File: src/rtl/seq_pkg.sv
// rtl/seq_pkg.sv - shared state encoding and constants for the multi-cycle sequencer
package seq_pkg;

    typedef enum logic [2:0] {
        S_IDLE   = 3'd0,
        S_FETCH  = 3'd1,
        S_DECODE = 3'd2,
        S_EXEC   = 3'd3,
        S_MEM    = 3'd4,
        S_WB     = 3'd5,
        S_FAULT  = 3'd6
    } state_t;

    localparam int DEF_TIMEOUT_W = 8;
    localparam int DEF_CNT_W     = 32;

    localparam logic PC_SEL_SEQ = 1'b0;
    localparam logic PC_SEL_BR  = 1'b1;

endpackage

File: src/rtl/seq_wait_timer.sv
// rtl/seq_wait_timer.sv - memory wait-cycle counter with limit detect
module seq_wait_timer #(
    parameter int TIMEOUT_W = 8
) (
    input  logic clock,
    input  logic reset,
    input  logic i_clr,
    input  logic i_en,
    output logic o_limit
);

    // o_limit flags the cycle whose missing ack would make the wait count
    // reach 2^TIMEOUT_W-1, so the FSM can fault on that edge unless acked.
    localparam logic [TIMEOUT_W-1:0] LAST = {TIMEOUT_W{1'b1}} - TIMEOUT_W'(1);

    logic [TIMEOUT_W-1:0] r_cnt;

    // Count wait cycles; clear has priority so a fresh wait always starts at zero
    always_ff @(posedge clock or negedge reset) begin
        if (!reset) begin
            r_cnt <= '0;
        end else if (i_clr) begin
            r_cnt <= '0;
        end else if (i_en) begin
            r_cnt <= r_cnt + TIMEOUT_W'(1);
        end
    end

    assign o_limit = (r_cnt == LAST);

endmodule

File: src/rtl/multicycle_seq.sv
// rtl/multicycle_seq.sv - multi-cycle instruction sequencer with memory handshakes and fault detect
module multicycle_seq
    import seq_pkg::*;
#(
    parameter int TIMEOUT_W = DEF_TIMEOUT_W,
    parameter int CNT_W     = DEF_CNT_W
) (
    input  logic             clock,
    input  logic             reset,
    input  logic             io_start,
    input  logic             io_halt,
    input  logic             io_dec_mem_read,
    input  logic             io_dec_mem_write,
    input  logic             io_dec_reg_write,
    input  logic             io_dec_branch,
    input  logic             io_alu_zero,
    output logic             io_imem_req,
    input  logic             io_imem_ack,
    output logic             io_dmem_req,
    output logic             io_dmem_we,
    input  logic             io_dmem_ack,
    output logic             io_ir_write,
    output logic             io_pc_write,
    output logic             io_pc_sel,
    output logic             io_rf_write,
    output logic             io_busy,
    output logic             io_fault,
    output logic [CNT_W-1:0] io_retired
);

    state_t           r_state;
    logic             r_is_store;
    logic [CNT_W-1:0] r_retired;

    logic   w_in_wait;
    logic   w_ack;
    logic   w_limit;
    logic   w_illegal;
    logic   w_retire;
    state_t w_after_retire;

    assign w_in_wait      = (r_state == S_FETCH) || (r_state == S_MEM);
    assign w_ack          = ((r_state == S_FETCH) && io_imem_ack) ||
                            ((r_state == S_MEM)   && io_dmem_ack);
    assign w_illegal      = io_dec_mem_read && io_dec_mem_write;
    assign w_after_retire = io_halt ? S_IDLE : S_FETCH;

    // The timer restarts whenever a wait state completes or is not active,
    // so every FETCH/MEM entry begins from a zero count.
    seq_wait_timer #(
        .TIMEOUT_W (TIMEOUT_W)
    ) u_wait_timer (
        .clock   (clock),
        .reset   (reset),
        .i_clr   (!w_in_wait || w_ack),
        .i_en    (w_in_wait && !w_ack),
        .o_limit (w_limit)
    );

    // Outputs decode from the state plus acks; hints only reach outputs in EXEC
    always_comb begin
        io_imem_req = 1'b0;
        io_ir_write = 1'b0;
        io_dmem_req = 1'b0;
        io_dmem_we  = 1'b0;
        io_rf_write = 1'b0;
        io_pc_sel   = PC_SEL_SEQ;
        w_retire    = 1'b0;
        case (r_state)
            S_FETCH: begin
                io_imem_req = 1'b1;
                io_ir_write = io_imem_ack;
            end
            S_EXEC: begin
                if (!w_illegal) begin
                    if (io_dec_branch) begin
                        w_retire  = 1'b1;
                        io_pc_sel = io_alu_zero ? PC_SEL_BR : PC_SEL_SEQ;
                    end else if (!(io_dec_mem_read || io_dec_mem_write) &&
                                 !io_dec_reg_write) begin
                        w_retire = 1'b1;
                    end
                end
            end
            S_MEM: begin
                io_dmem_req = 1'b1;
                io_dmem_we  = r_is_store;
                w_retire    = io_dmem_ack && r_is_store;
            end
            S_WB: begin
                io_rf_write = 1'b1;
                w_retire    = 1'b1;
            end
            default: ;
        endcase
    end

    assign io_pc_write = w_retire;
    assign io_busy     = (r_state != S_IDLE) && (r_state != S_FAULT);
    assign io_fault    = (r_state == S_FAULT);
    assign io_retired  = r_retired;

    // Instruction-step FSM; FAULT is absorbing until reset
    always_ff @(posedge clock or negedge reset) begin
        if (!reset) begin
            r_state    <= S_IDLE;
            r_is_store <= 1'b0;
        end else begin
            case (r_state)
                S_IDLE: begin
                    if (io_start) r_state <= S_FETCH;
                end
                S_FETCH: begin
                    if (io_imem_ack)  r_state <= S_DECODE;
                    else if (w_limit) r_state <= S_FAULT;
                end
                S_DECODE: begin
                    r_state <= S_EXEC;
                end
                S_EXEC: begin
                    if (w_illegal) begin
                        r_state <= S_FAULT;
                    end else if (io_dec_branch) begin
                        r_state <= w_after_retire;
                    end else if (io_dec_mem_read || io_dec_mem_write) begin
                        r_state    <= S_MEM;
                        r_is_store <= io_dec_mem_write;
                    end else if (io_dec_reg_write) begin
                        r_state <= S_WB;
                    end else begin
                        r_state <= w_after_retire;
                    end
                end
                S_MEM: begin
                    if (io_dmem_ack)  r_state <= r_is_store ? w_after_retire : S_WB;
                    else if (w_limit) r_state <= S_FAULT;
                end
                S_WB: begin
                    r_state <= w_after_retire;
                end
                S_FAULT: begin
                    r_state <= S_FAULT;
                end
                default: begin
                    r_state <= S_FAULT;
                end
            endcase
        end
    end

    // Retired-instruction counter, wraps naturally at 2^CNT_W
    always_ff @(posedge clock or negedge reset) begin
        if (!reset) begin
            r_retired <= '0;
        end else if (w_retire) begin
            r_retired <= r_retired + CNT_W'(1);
        end
    end

endmodule

File: config.mk
export PLATFORM = sky130hd
export DESIGN_NAME = multicycle_seq
export DESIGN_NICKNAME = d
export VERILOG_FILES = /design/src/rtl/seq_pkg.sv /design/src/rtl/seq_wait_timer.sv /design/src/rtl/multicycle_seq.sv
export SDC_FILE = /design/constraint.sdc
export NUM_CORES = 1
export LEC_CHECK = 0
export CAP_MARGIN = 20
export CORE_ASPECT_RATIO = 1.25
export CORE_MARGIN = 5
export CORE_UTILIZATION = 46
export DETAILED_ROUTE_END_ITERATION = 8
export HOLD_SLACK_MARGIN = 0.08
export PLACE_DENSITY_LB_ADDON = 0.15
export SKIP_CTS_REPAIR_TIMING = 1
export SYNTH_ARGS = -nofsm -noshare
export SYNTH_HDL_FRONTEND = slang
export SYNTH_SLANG_ARGS = --single-unit
File: constraint.sdc
create_clock -name clock -period 1.66 [get_ports clock]
set_input_delay 0.166 -clock clock [delete_from_list [all_inputs] [get_ports clock]]
set_output_delay 0.166 -clock clock [all_outputs]
set_load 0.01 [all_outputs]
Word level (Yosys, flattened, before mapping). Cells that the tools add are included.

Flip-flop bits (word level): 44. Output and inout port bits: 41. Input port bits: 11.

$add $sub $neg: 2. Equality and inequality tests: 9. Multiplexer cells: 26. Bitwise logic cells: 2. Reduce and logical (&&, ||, !) cells: 19.

Operator list (count): $add A32 B1 Y32 const B (1); $mux W3 (9); $pmux W3 S6 (1); $mux W8 (2); $mux W1 (13); $eq A3 B3 Y1 const B (3); $add A8 B1 Y8 const B (1); $eq A8 B8 Y1 const B (1); $logic_and A1 B1 Y1 (7); $eq A3 B2 Y1 const B (2); $logic_not A1 Y1 (4); $logic_or A1 B1 Y1 (4); $reduce_and A4 Y1 (1); $eq A3 B1 Y1 const B (1); $logic_not A3 Y1 (1); $ne A3 B3 Y1 const B (1); $pmux W1 S3 (1); $reduce_bool A3 Y1 (1); $ne A2 B2 Y1 const B (1); $not A1 Y1 (2); $reduce_bool A2 Y1 (1).

Depth between registers and ports, before layout. Gate-level depths: netlist (run 1).

Depth after elaboration: 7. Mapped depth: 8. Depth with buffers taken out: 6.

Cells and area by module. Synthesis (run 1) repeated with hierarchy kept, for this count alone.

Cell total of the unflattened synthesis: 242. Area total of the unflattened synthesis: 2541.2 um2.

Modules (own cells, without submodules): multicycle_seq (times used 1, area each 2130.8 um2, cells an instance 201); seq_wait_timer (times used 1, area each 410.4 um2, cells an instance 41).

Worst setup path after synthesis (run 1). Ideal clock, no wire load.

Path kind: reg2reg. Start point: register r_retired[7], in the netlist io_retired[7]. End point: register r_retired[29], in the netlist io_retired[29]. Path slack: -0.168 ns. Buffers on the path: 1. Stages on the path, launching flop included: 7. Arrival time: 1.748 ns. Period minus slack after synthesis: 1.828 ns. Setup time: 0.079 ns. Required time: 1.581 ns. Cells stage by stage: dfrtp_1 and4_4 nand3_4 or4_4 buf_6 nor4_2 xor2_1.

Longest elaborated chain between the ends: 1.

Ends and longest elaborated chain: from (decl) (RTL line multicycle_seq.sv:33) `logic [CNT_W-1:0] r_retired;`; from (signal assigned) (RTL line multicycle_seq.sv:156) `r_retired <= r_retired + CNT_W'(1);`; $add A32 B1 Y32 (RTL line multicycle_seq.sv:156).

No other way between the ends. A chain may end at the register's enable or synchronous reset.

Final worst setup path (run 1).
Start point: register r_retired[8], in the netlist io_retired[8]. End point: register r_retired[29], in the netlist io_retired[29].

Same word-level chain as after synthesis.

==> results.py, run 1 <==
metrics = {
    "clock_tree": {
        "h-tree-depth": 2,
        "cts-root-buf": "clkbuf_8",
        "clock_latency_ps": 300,
        "cts-buffers-inserted": 5,
        "cts_buffer_depth": 2,
        "tritoncts": "done",
        "clkTransAtPathRegs_ps": 90,
        "cts.sinks": 44,
    },
    "routing": {
        "drc": 0,
        "wl_met3_um": 258,
        "met2_length_um": 3230,
        "top_layer": "met4",
        "routed_via_density": 5.27,
        "drt_wl_total_um": 5990,
        "drtIter0Drc": 91,
        "wl_per_cell_um": 14.7,
        "antenna_left": 0,
        "dr.pass1.iters": 4,
        "vias": 2143,
        "met1_length_um": 2420,
    },
    "yosys": {
        "ys_seq_elements": 44,
        "synth_fp_nets": 247,
        "syn_area_mm2": 0.00236,
        "synth_cells": 233,
        "syn_area_per_cell_um2": 10.1,
        "ys_types": 46,
        "synth_warnings": 0,
        "yosysSeqAreaShare": 0.466,
    },
    "die": {
        "initial_utilization": 0.468,
        "ioPinCount": 52,
        "coreArea_mm2": 0.00504,
        "die_x_um": 74.1,
        "num_rows": 29,
        "die_area_mm2": 0.00668,
        "chipHeight_um": 90.1,
    },
    "critical_path": {
        "critPathMaxFanout": 5,
        "startpoint_type": "flip-flop",
        "crit_family": "simple AND/OR/NAND/NOR gates",
        "crit_buf_inv": 1,
        "cp.arrival_ps": 2080,
        "crit_type": "reg -> reg",
        "required_ps": 1890,
        "crit_chain": "and4_4 > nand3_4 > or4_4 > buf_4 > nor4_4 > xor2_1",
        "cpPeakStageDelay_ps": 600,
        "crit_path_end_kind": "flip-flop",
        "cp_slowest_cell": "or4_4",
    },
    "power": {
        "peakVddDrop_v": 0.000882,
        "internal_power_uw": 2550,
        "power.density_mw_per_mm2": 1060,
        "p_leak_uw": 0.00193,
        "p_sw_frac": 0.363,
        "total_power_uw": 4000,
        "p_comb_frac": 0.493,
        "switching_power_uw": 1450,
        "p_clk_frac": 0.176,
        "seqPwrFrac": 0.330,
    },
    "placement": {
        "gp_congestion": 0.820,
        "dp_slack_ps": -357,
        "post_dp_cell_area_mm2": 0.00333,
        "place.port_buffers": 51,
        "hpwl_um": 4150,
    },
    "layout": {
        "area_delta_synth_final_pct": 59.2,
        "n_fill_cell": 361,
        "fin_nets": 358,
        "drive_gt1_frac": 0.339,
        "design_area_mm2": 0.00376,
        "antennaDiodeCount": 0,
        "fin_util": 0.746,
    },
    "global_routing": {
        "grt_usage": 0.179,
        "grt_pass1_wl_um": 9520,
        "grt_pass1_vias": 2081,
        "gr-total-overflow": 0,
        "grt_antenna_before_repair": 0,
        "grt_max_degree": 45,
    },
    "timing": {
        "clock.fmax_mhz": 540,
        "maxSlewViolCount": 0,
        "worst_slack_ps": -193,
        "period_minus_slack_ps": 1850,
        "worstMarginPinSlew_ps": 486,
        "maxSlewHeadroom": 0.675,
        "hold_viol": 0,
        "rsz0062_at_grt": "yes",
        "post-route-period-util": 1.12,
        "finalSetupViolCount": 14,
        "finClkSkew_ps": 9.61,
    },
    "run": {
        "maxCapViolCount": 0,
    },
    "status": {
        "status": "complete, but fails checks",
        "violations": "negative setup slack",
    },
    "min_path": {
        "hp-class": "in -> async",
    },
}
==> worst reg2reg max path, cell delays in order, from the launching register on <==
cell	delay, ps
dfrtp_1	370
and4_4	240
nand3_4	90
or4_4	600
buf_4	180
nor4_4	130
xor2_1	170
==> flip-flops by register name (all words and copies together), names as in the netlist <==
| signal | flops |
|---|---|
| io_retired | 32 |
| r_is_store | 1 |
| r_state | 3 |
| u_wait_timer.r_cnt | 8 |
==> cell families (layout without fill, tap and decap cells) <==
group                    after synthesis  count (layout)  synth area share
buffers and inverters                 16             128            0.0381
XOR/XNOR                              37              37             0.137
flip-flops                            44              44             0.466
AND/OR/NAND/NOR                      114             114             0.290
adder cells (fa/ha/maj)                4               4            0.0201
AO/OA/AOI/OAI                         18              18            0.0482
==> cell usage in the layout (no fill, tap or decap), types with 3 or more instances in the layout <==
cell,synthesis,routed
buf_4,1,53
xor2_1,25,25
clkbuf_2,0,3
nor2_1,18,15
clkbuf_8,0,6
and2_1,8,6
o21ai_0,3,3
ha_1,3,3
inv_1,7,6
dlymetal6s2s_1,0,5
nor3_4,0,4
nand3_1,14,14
dfrtp_2,0,3
xnor2_1,12,12
nor3_2,1,3
nand4_1,9,9
a21oi_1,6,6
nand2_1,19,19
buf_12,0,6
nor3_1,9,3
clkdlybuf4s50_1,0,41
dfrtp_1,44,41
nor4_4,0,11
==> Yosys cell counts, drive strengths merged <==
master	count	share of area
and3	5	0.016
dfrtp	44	0.47
xnor2	12	0.044
nand3	15	0.037
nor3	10	0.023
or2	1	0.0026
o21ai	5	0.012
a21o	1	0.0032
o311ai	1	0.0037
clkbuf	4	0.0064
buf	5	0.021
or4	1	0.0048
and2	8	0.021
a21bo	1	0.0042
nand2	20	0.033
a21oi	6	0.013
nand4	9	0.024
o22ai	2	0.0053
nor2	18	0.029
inv	7	0.011
and3b	1	0.0042
nor2b	2	0.0053
a21boi	1	0.0032
nand2b	2	0.0053
maj3	1	0.0042
xor2	25	0.093
nor3b	2	0.0064
and4	4	0.016
nor4	14	0.056
ha	3	0.016
nor4b	1	0.0037
or3	1	0.0026
o22a	1	0.0037
==> final cells by class <==
| cell class | count | area, um2 | area share |
|---|---|---|---|
| multi-input combinational | 173 | 1400 | 0.371 |
| sequential | 44 | 1100 | 0.294 |
| timing repair buffer | 113 | 1060 | 0.282 |
| clock buffer | 7 | 86.3 | 0.0230 |
| tap | 62 | 77.6 | 0.0206 |
| inverter | 7 | 26.3 | 0.00699 |
| clock inverter | 1 | 7.51 | 0.00200 |
==> through the flow <==
step	hold WS, ps	std cells	TNS [ps]
after floorplan	-130	233	-1490
after global placement	163	383	-5410
after detailed placement	164	383	-6430
after CTS	-162	391	-3950
after global routing	411	407	-2990
final	364	407	-1720
==> per-layer routing <==
| layer | global-route usage | vias to the layer above |
|---|---|---|
| li1 | - | 1039 |
| met1 | 0.231 | 1052 |
| met2 | 0.294 | 44 |
| met3 | 0.0402 | 8 |
| met4 | 0.0559 | 0 |
| met5 | 0 | - |
==> power by group through the flow <==
stage / sequential (uW) / combinational [uW] / clock, uW
detailed placement: 1340 / 1610 / 0
finish: 1320 / 1980 / 706
CTS: 1320 / 1630 / 723
global placement: 1330 / 1600 / 0
global route: 1340 / 2140 / 771
floorplan: 1370 / 803 / 0
==> path summary, 6_finish.rpt <==
| kind | startpoint | to | slack (ps) | cells after the start |
|---|---|---|---|---|
| setup / recovery | io_retired[8]$_DFFE_PN0P_ | io_retired[29]$_DFFE_PN0P_ | -190 | 6 |
| hold / removal | reset | io_retired[11]$_DFFE_PN0P_ | 360 | 3 |
| setup reg to reg | io_retired[8]$_DFFE_PN0P_ | io_retired[29]$_DFFE_PN0P_ | -190 | 6 |
| hold reg to reg | io_retired[31]$_DFFE_PN0P_ | io_retired[31]$_DFFE_PN0P_ | 480 | 1 |
| max in group asynchronous | reset | io_retired[16]$_DFFE_PN0P_ | 1050 | 3 |
| min in group clock | io_retired[31]$_DFFE_PN0P_ | io_retired[31]$_DFFE_PN0P_ | 480 | 1 |
(Power assumes the default switching activity.)
==> run 2: changes to the inputs <==
--- a/config.mk
+++ b/config.mk
@@ -11,7 +11,8 @@
 export CORE_UTILIZATION = 46
 export DETAILED_ROUTE_END_ITERATION = 8
 export HOLD_SLACK_MARGIN = 0.08
-export PLACE_DENSITY_LB_ADDON = 0.15
+export MAX_ROUTING_LAYER = met4
+export PLACE_DENSITY_LB_ADDON = 0.12
 export SKIP_CTS_REPAIR_TIMING = 1
 export SYNTH_ARGS = -nofsm -noshare
 export SYNTH_HDL_FRONTEND = slang
==> run 2 against run 1 <==
Effect of this change:
- the flow still finishes with violations (negative setup slack)
- non-clock buffer count shrank 10
- total power shrank 2.0%
- sequential share of layout area grew 0.87 points
- critical path depth shrank 1
- die area is the same
- clock power grew 2%
- largest power group unchanged
==> results.py, run 2 (synthesized netlist as in run 1, its figures left out) <==
metrics = {
    "critical_path": {
        "startpoint_type": "flip-flop",
        "critPathMaxFanout": 7,
        "crit_start": "io_retired[8]$_DFFE_PN0P_",
        "crit_path_end_kind": "flip-flop",
        "regToRegStartpoint": "io_retired[8]$_DFFE_PN0P_",
        "required_ps": 1880,
        "r2r_cells": 5,
        "r2r-end": "io_retired[31]$_DFFE_PN0P_",
        "cp.arrival_ps": 2010,
        "r2r_setup_slack_ps": -130,
        "crit_end": "io_retired[31]$_DFFE_PN0P_",
        "crit_type": "reg -> reg",
    },
    "clock_tree": {
        "clock_latency_ps": 300,
        "cts-root-buf": "clkbuf_8",
        "cts-buffers-inserted": 5,
        "h-tree-depth": 2,
        "tritoncts": "done",
        "clkTransAtPathRegs_ps": 90,
        "cts.sinks": 44,
        "cts_buffer_depth": 2,
    },
    "timing": {
        "maxSlewViolCount": 0,
        "maxSlewHeadroom": 0.576,
        "worst_slack_ps": -131,
        "period_minus_slack_ps": 1790,
        "worstMarginPinSlew_ps": 636,
        "finClkSkew_ps": 11.8,
        "hold_viol": 0,
        "clock.fmax_mhz": 558,
        "finalSetupViolCount": 15,
        "post-route-period-util": 1.08,
        "rsz0062_at_grt": "yes",
        "hold_slack_ps": 298,
    },
    "status": {
        "violations": "negative setup slack",
        "status": "complete, but fails checks",
    },
    "power": {
        "power.density_mw_per_mm2": 1080,
        "total_power_uw": 3920,
        "p_leak_uw": 0.00187,
        "peakVddDrop_v": 0.000905,
    },
    "layout": {
        "layout_common_cells": "45 x buf_4, 42 x dfrtp_1, 41 x clkdlybuf4s50_1",
        "largest_reg_flops": 32,
        "final_common_cell": "buf_4",
        "fin_nets": 348,
        "area_delta_synth_final_pct": 54.4,
        "drive_gt1_frac": 0.310,
        "fin_cells": 397,
        "antennaDiodeCount": 0,
    },
    "routing": {
        "drc": 0,
        "drt_wl_total_um": 6320,
        "vias": 2087,
        "antenna_left": 0,
        "drtIter0Drc": 98,
        "wl_per_cell_um": 15.9,
        "dr.pass1.iters": 4,
        "routed_via_density": 5.26,
    },
    "global_routing": {
        "grt_pass1_wl_um": 9690,
        "grt_pass1_vias": 2101,
        "grt_max_degree": 31,
        "gr-total-overflow": 0,
        "grt_usage": 0.187,
        "grt_antenna_before_repair": 0,
    },
    "die": {
        "chipHeight_um": 90.1,
        "coreArea_mm2": 0.00504,
        "initial_utilization": 0.468,
        "ioPinCount": 52,
        "die_x_um": 74.1,
        "num_rows": 29,
        "die_area_mm2": 0.00668,
    },
    "placement": {
        "placed_cells": 383,
        "dp_slack_ps": -328,
        "gp_congestion": 0.794,
        "place.port_buffers": 51,
        "hpwl_um": 4150,
    },
    "run": {
        "maxCapViolCount": 0,
    },
    "min_path": {
        "hp-class": "in -> async",
    },
}
run 2: cell types whose count changed in the layout (fill, tap and decap cells not counted), sizes merged:
cell | previous run | this run
dlymetal6s2s | 5 | 4
clkbuf | 11 | 13
buf | 62 | 51
run 2: final cells by class:
cell class / instances / area, um2
Sequential cell: 44 / 1100
Inverter: 7 / 26.3
Tap cell: 62 / 77.6
Fill cell: 386 / 1400
Multi-Input combinational cell: 173 / 1400
Clock buffer: 7 / 86.3
Clock inverter: 1 / 7.51
Timing Repair Buffer: 103 / 951
run 2: metal layers:
| layer | global-route usage | vias to the layer above | wire [um] |
|---|---|---|---|
| met5 | - | - | 0 |
| met4 | 0.0544 | 0 | 70 |
| met3 | 0.0446 | 6 | 274 |
| met2 | 0.314 | 49 | 3440 |
| met1 | 0.219 | 1017 | 2540 |
| li1 | - | 1015 | - |
run 2: power by group:
part | total [uW] | internal [uW] | switching, uW
clock | 718 | 339 | 379
sequential | 1320 | 1200 | 123
combinational | 1890 | 918 | 969
run 2: how the worst min path moves through the flow:
| stage | endpoint | slack, ps | cells after the start |
|---|---|---|---|
| floorplan | io_retired[0]$_DFFE_PN0P_ | -130 | 0 |
| global placement | io_retired[11]$_DFFE_PN0P_ | 100 | 1 |
| detailed placement | io_retired[11]$_DFFE_PN0P_ | 90 | 1 |
| CTS | io_retired[17]$_DFFE_PN0P_ | -230 | 1 |
| global route | io_retired[24]$_DFFE_PN0P_ | 340 | 2 |
| finish | io_retired[18]$_DFFE_PN0P_ | 300 | 2 |
run 2: critical path: stages (launching register included):
cell and delay [ps]:
dfrtp_1 370, and4_4 250, nand3_4 90, or4_4 650
nor4_4 180, xor2_1 170
run 2: metrics by stage:
stage	instance area, um2	setup TNS [ps]	utilization
after floorplan	2450	-1490	-
after global placement	3330	-4430	0.660
after detailed placement	3330	-5550	0.660
after CTS	3420	-4060	0.678
after global routing	3650	-3330	0.723
final	3650	-1440	0.723
==> run 3: changes to the inputs <==
--- a/config.mk
+++ b/config.mk
@@ -5,14 +5,14 @@
 export SDC_FILE = /design/constraint.sdc
 export NUM_CORES = 1
 export LEC_CHECK = 0
-export CAP_MARGIN = 20
 export CORE_ASPECT_RATIO = 1.25
 export CORE_MARGIN = 5
 export CORE_UTILIZATION = 46
 export DETAILED_ROUTE_END_ITERATION = 8
 export HOLD_SLACK_MARGIN = 0.08
 export MAX_ROUTING_LAYER = met4
-export PLACE_DENSITY_LB_ADDON = 0.12
+export PLACE_DENSITY = 0.77
+export RECOVER_POWER = 100
 export SKIP_CTS_REPAIR_TIMING = 1
 export SYNTH_ARGS = -nofsm -noshare
 export SYNTH_HDL_FRONTEND = slang
==> run 3 against run 2 <==
Effect of this change:
- maximum frequency rose by 0.14%
- global-route usage is 0.48 points higher
- clock power is 7.7% lower
- first-iteration DRC count decreased by 34%
- total power up 1.9%
- critical endpoint is now io_retired[17]$_DFFE_PN0P_
- sequential cell count unchanged
- register-to-register slack about the same
- die area unchanged
- largest cell class unchanged
- largest power group unchanged
- core utilization up 0.17 points
- design area increased by 0.24%
- the run still ends with negative setup slack left
==> results.py, run 3 (synthesized netlist as in run 1, its figures left out) <==
metrics = {
    "status": {
        "status": "complete, but fails checks",
        "violations": "negative setup slack",
    },
    "routing": {
        "drt_wl_total_um": 6270,
        "routed_via_density": 5.37,
        "drc": 0,
        "antenna_left": 0,
        "dr.pass1.iters": 4,
        "drtIter0Drc": 65,
        "wl_per_cell_um": 15.6,
        "vias": 2160,
    },
    "min_path": {
        "whs_path_depth": 1,
        "hp-start": "io_retired[31]$_DFFE_PN0P_",
        "hold_end": "io_retired[31]$_DFFE_PN0P_",
        "hp-class": "reg -> reg",
    },
    "clock_tree": {
        "tritoncts": "done",
        "clkTransAtPathRegs_ps": 90,
        "clock_latency_ps": 310,
        "h-tree-depth": 2,
        "cts-root-buf": "clkbuf_8",
        "cts_buffer_depth": 2,
        "cts-buffers-inserted": 5,
        "cts.sinks": 44,
    },
    "global_routing": {
        "grt_usage": 0.192,
        "grt_pass1_wl_um": 9810,
        "grt_antenna_before_repair": 0,
        "grt_pass1_vias": 2169,
        "grt_max_degree": 28,
        "gr-total-overflow": 0,
    },
    "die": {
        "coreArea_mm2": 0.00504,
        "chipHeight_um": 90.1,
        "die_area_mm2": 0.00668,
        "num_rows": 29,
        "die_x_um": 74.1,
        "ioPinCount": 52,
        "initial_utilization": 0.468,
    },
    "timing": {
        "clock.fmax_mhz": 559,
        "worstMarginPinSlew_ps": 1000,
        "finalSetupViolCount": 21,
        "maxSlewHeadroom": 0.332,
        "rsz0062_at_grt": "yes",
        "maxSlewViolCount": 0,
        "post-route-period-util": 1.08,
        "tns_ps": -1520,
        "hold_viol": 0,
        "finClkSkew_ps": 10.3,
        "period_minus_slack_ps": 1790,
        "worst_slack_ps": -128,
    },
    "critical_path": {
        "r2r_cells": 7,
        "r2r_setup_slack_ps": -130,
        "crit_type": "reg -> reg",
        "cp.arrival_ps": 2020,
        "crit_path_end_kind": "flip-flop",
        "regToRegStartpoint": "r_state[1]$_DFFE_PN0P_",
        "r2r-end": "io_retired[17]$_DFFE_PN0P_",
        "required_ps": 1890,
        "critPathMaxFanout": 5,
        "startpoint_type": "flip-flop",
    },
    "placement": {
        "place.port_buffers": 51,
        "placed_cells": 380,
        "hpwl_um": 4330,
        "post_dp_cell_area_mm2": 0.00331,
        "dp_slack_ps": -371,
        "gp_congestion": 0.847,
    },
    "power": {
        "internal_power_uw": 2510,
        "p_leak_uw": 0.00188,
        "switching_power_uw": 1490,
        "power.density_mw_per_mm2": 1090,
        "p_sw_frac": 0.372,
        "peakVddDrop_v": 0.000954,
        "p_clk_frac": 0.166,
        "p_comb_frac": 0.501,
        "seqPwrFrac": 0.333,
    },
    "layout": {
        "fin_cells": 402,
        "fin_nets": 353,
        "layout_common_cells": "49 x buf_4, 41 x clkdlybuf4s50_1, 40 x dfrtp_1",
        "final_common_cell": "buf_4",
        "largest_reg_flops": 32,
        "drive_gt1_frac": 0.318,
        "design_area_mm2": 0.00366,
        "n_fill_cell": 368,
        "area_delta_synth_final_pct": 54.8,
        "antennaDiodeCount": 0,
    },
    "run": {
        "maxCapViolCount": 0,
    },
}
run 3: routing by layer:
layer	track usage	part of all wire	wire length (um)	up-vias
li1	-	-	-	1032
met1	0.215	0.37	2340	1060
met2	0.324	0.55	3480	58
met3	0.0469	0.056	350	10
met4	0.0695	0.018	111	0
met5	-	0	0	-
run 3: per-stage QoR:
stage	hold slack, ps	util	power [uW]
after CTS	-204	0.672	3600
final	473	0.725	4000
after global placement	128	0.655	2890
after detailed placement	131	0.655	2930
after floorplan	-130	-	2170
after global routing	497	0.725	4240
run 3: worst max-delay path: stages, from the launching register on:
cell and delay [ps]:
dfrtp_2 400, buf_6 110, and3b_2 220, o21ai_4 80
a21o_4 260, buf_12 140, nor4_1 320, xor2_1 180
run 3: power groups by stage:
stage,Clock (uW),Combinational [uW],Sequential [uW]
after global routing,736,2150,1350
after detailed placement,0,1570,1360
final,663,2000,1330
after floorplan,0,803,1370
after global placement,0,1550,1350
after CTS,689,1580,1330
run 3: area by class of cell:
cell class,count,area [um2],area share
Timing Repair Buffer,108,976,0.267
Multi-Input combinational cell,173,1390,0.380
Tap cell,62,77.6,0.0212
Clock inverter,1,5.00,0.00137
Clock buffer,7,76.3,0.0209
Sequential cell,44,1110,0.302
Inverter,7,26.3,0.00718
run 3: worst max path at each step:
stage / startpoint / to
floorplan: io_retired[17]$_DFFE_PN0P_ / io_retired[29]$_DFFE_PN0P_
global placement: io_dec_mem_write / io_pc_write
detailed placement: io_dec_mem_write / io_retired[23]$_DFFE_PN0P_
CTS: r_state[1]$_DFFE_PN0P_ / io_pc_write
global route: r_state[1]$_DFFE_PN0P_ / io_retired[24]$_DFFE_PN0P_
finish: r_state[1]$_DFFE_PN0P_ / io_retired[17]$_DFFE_PN0P_
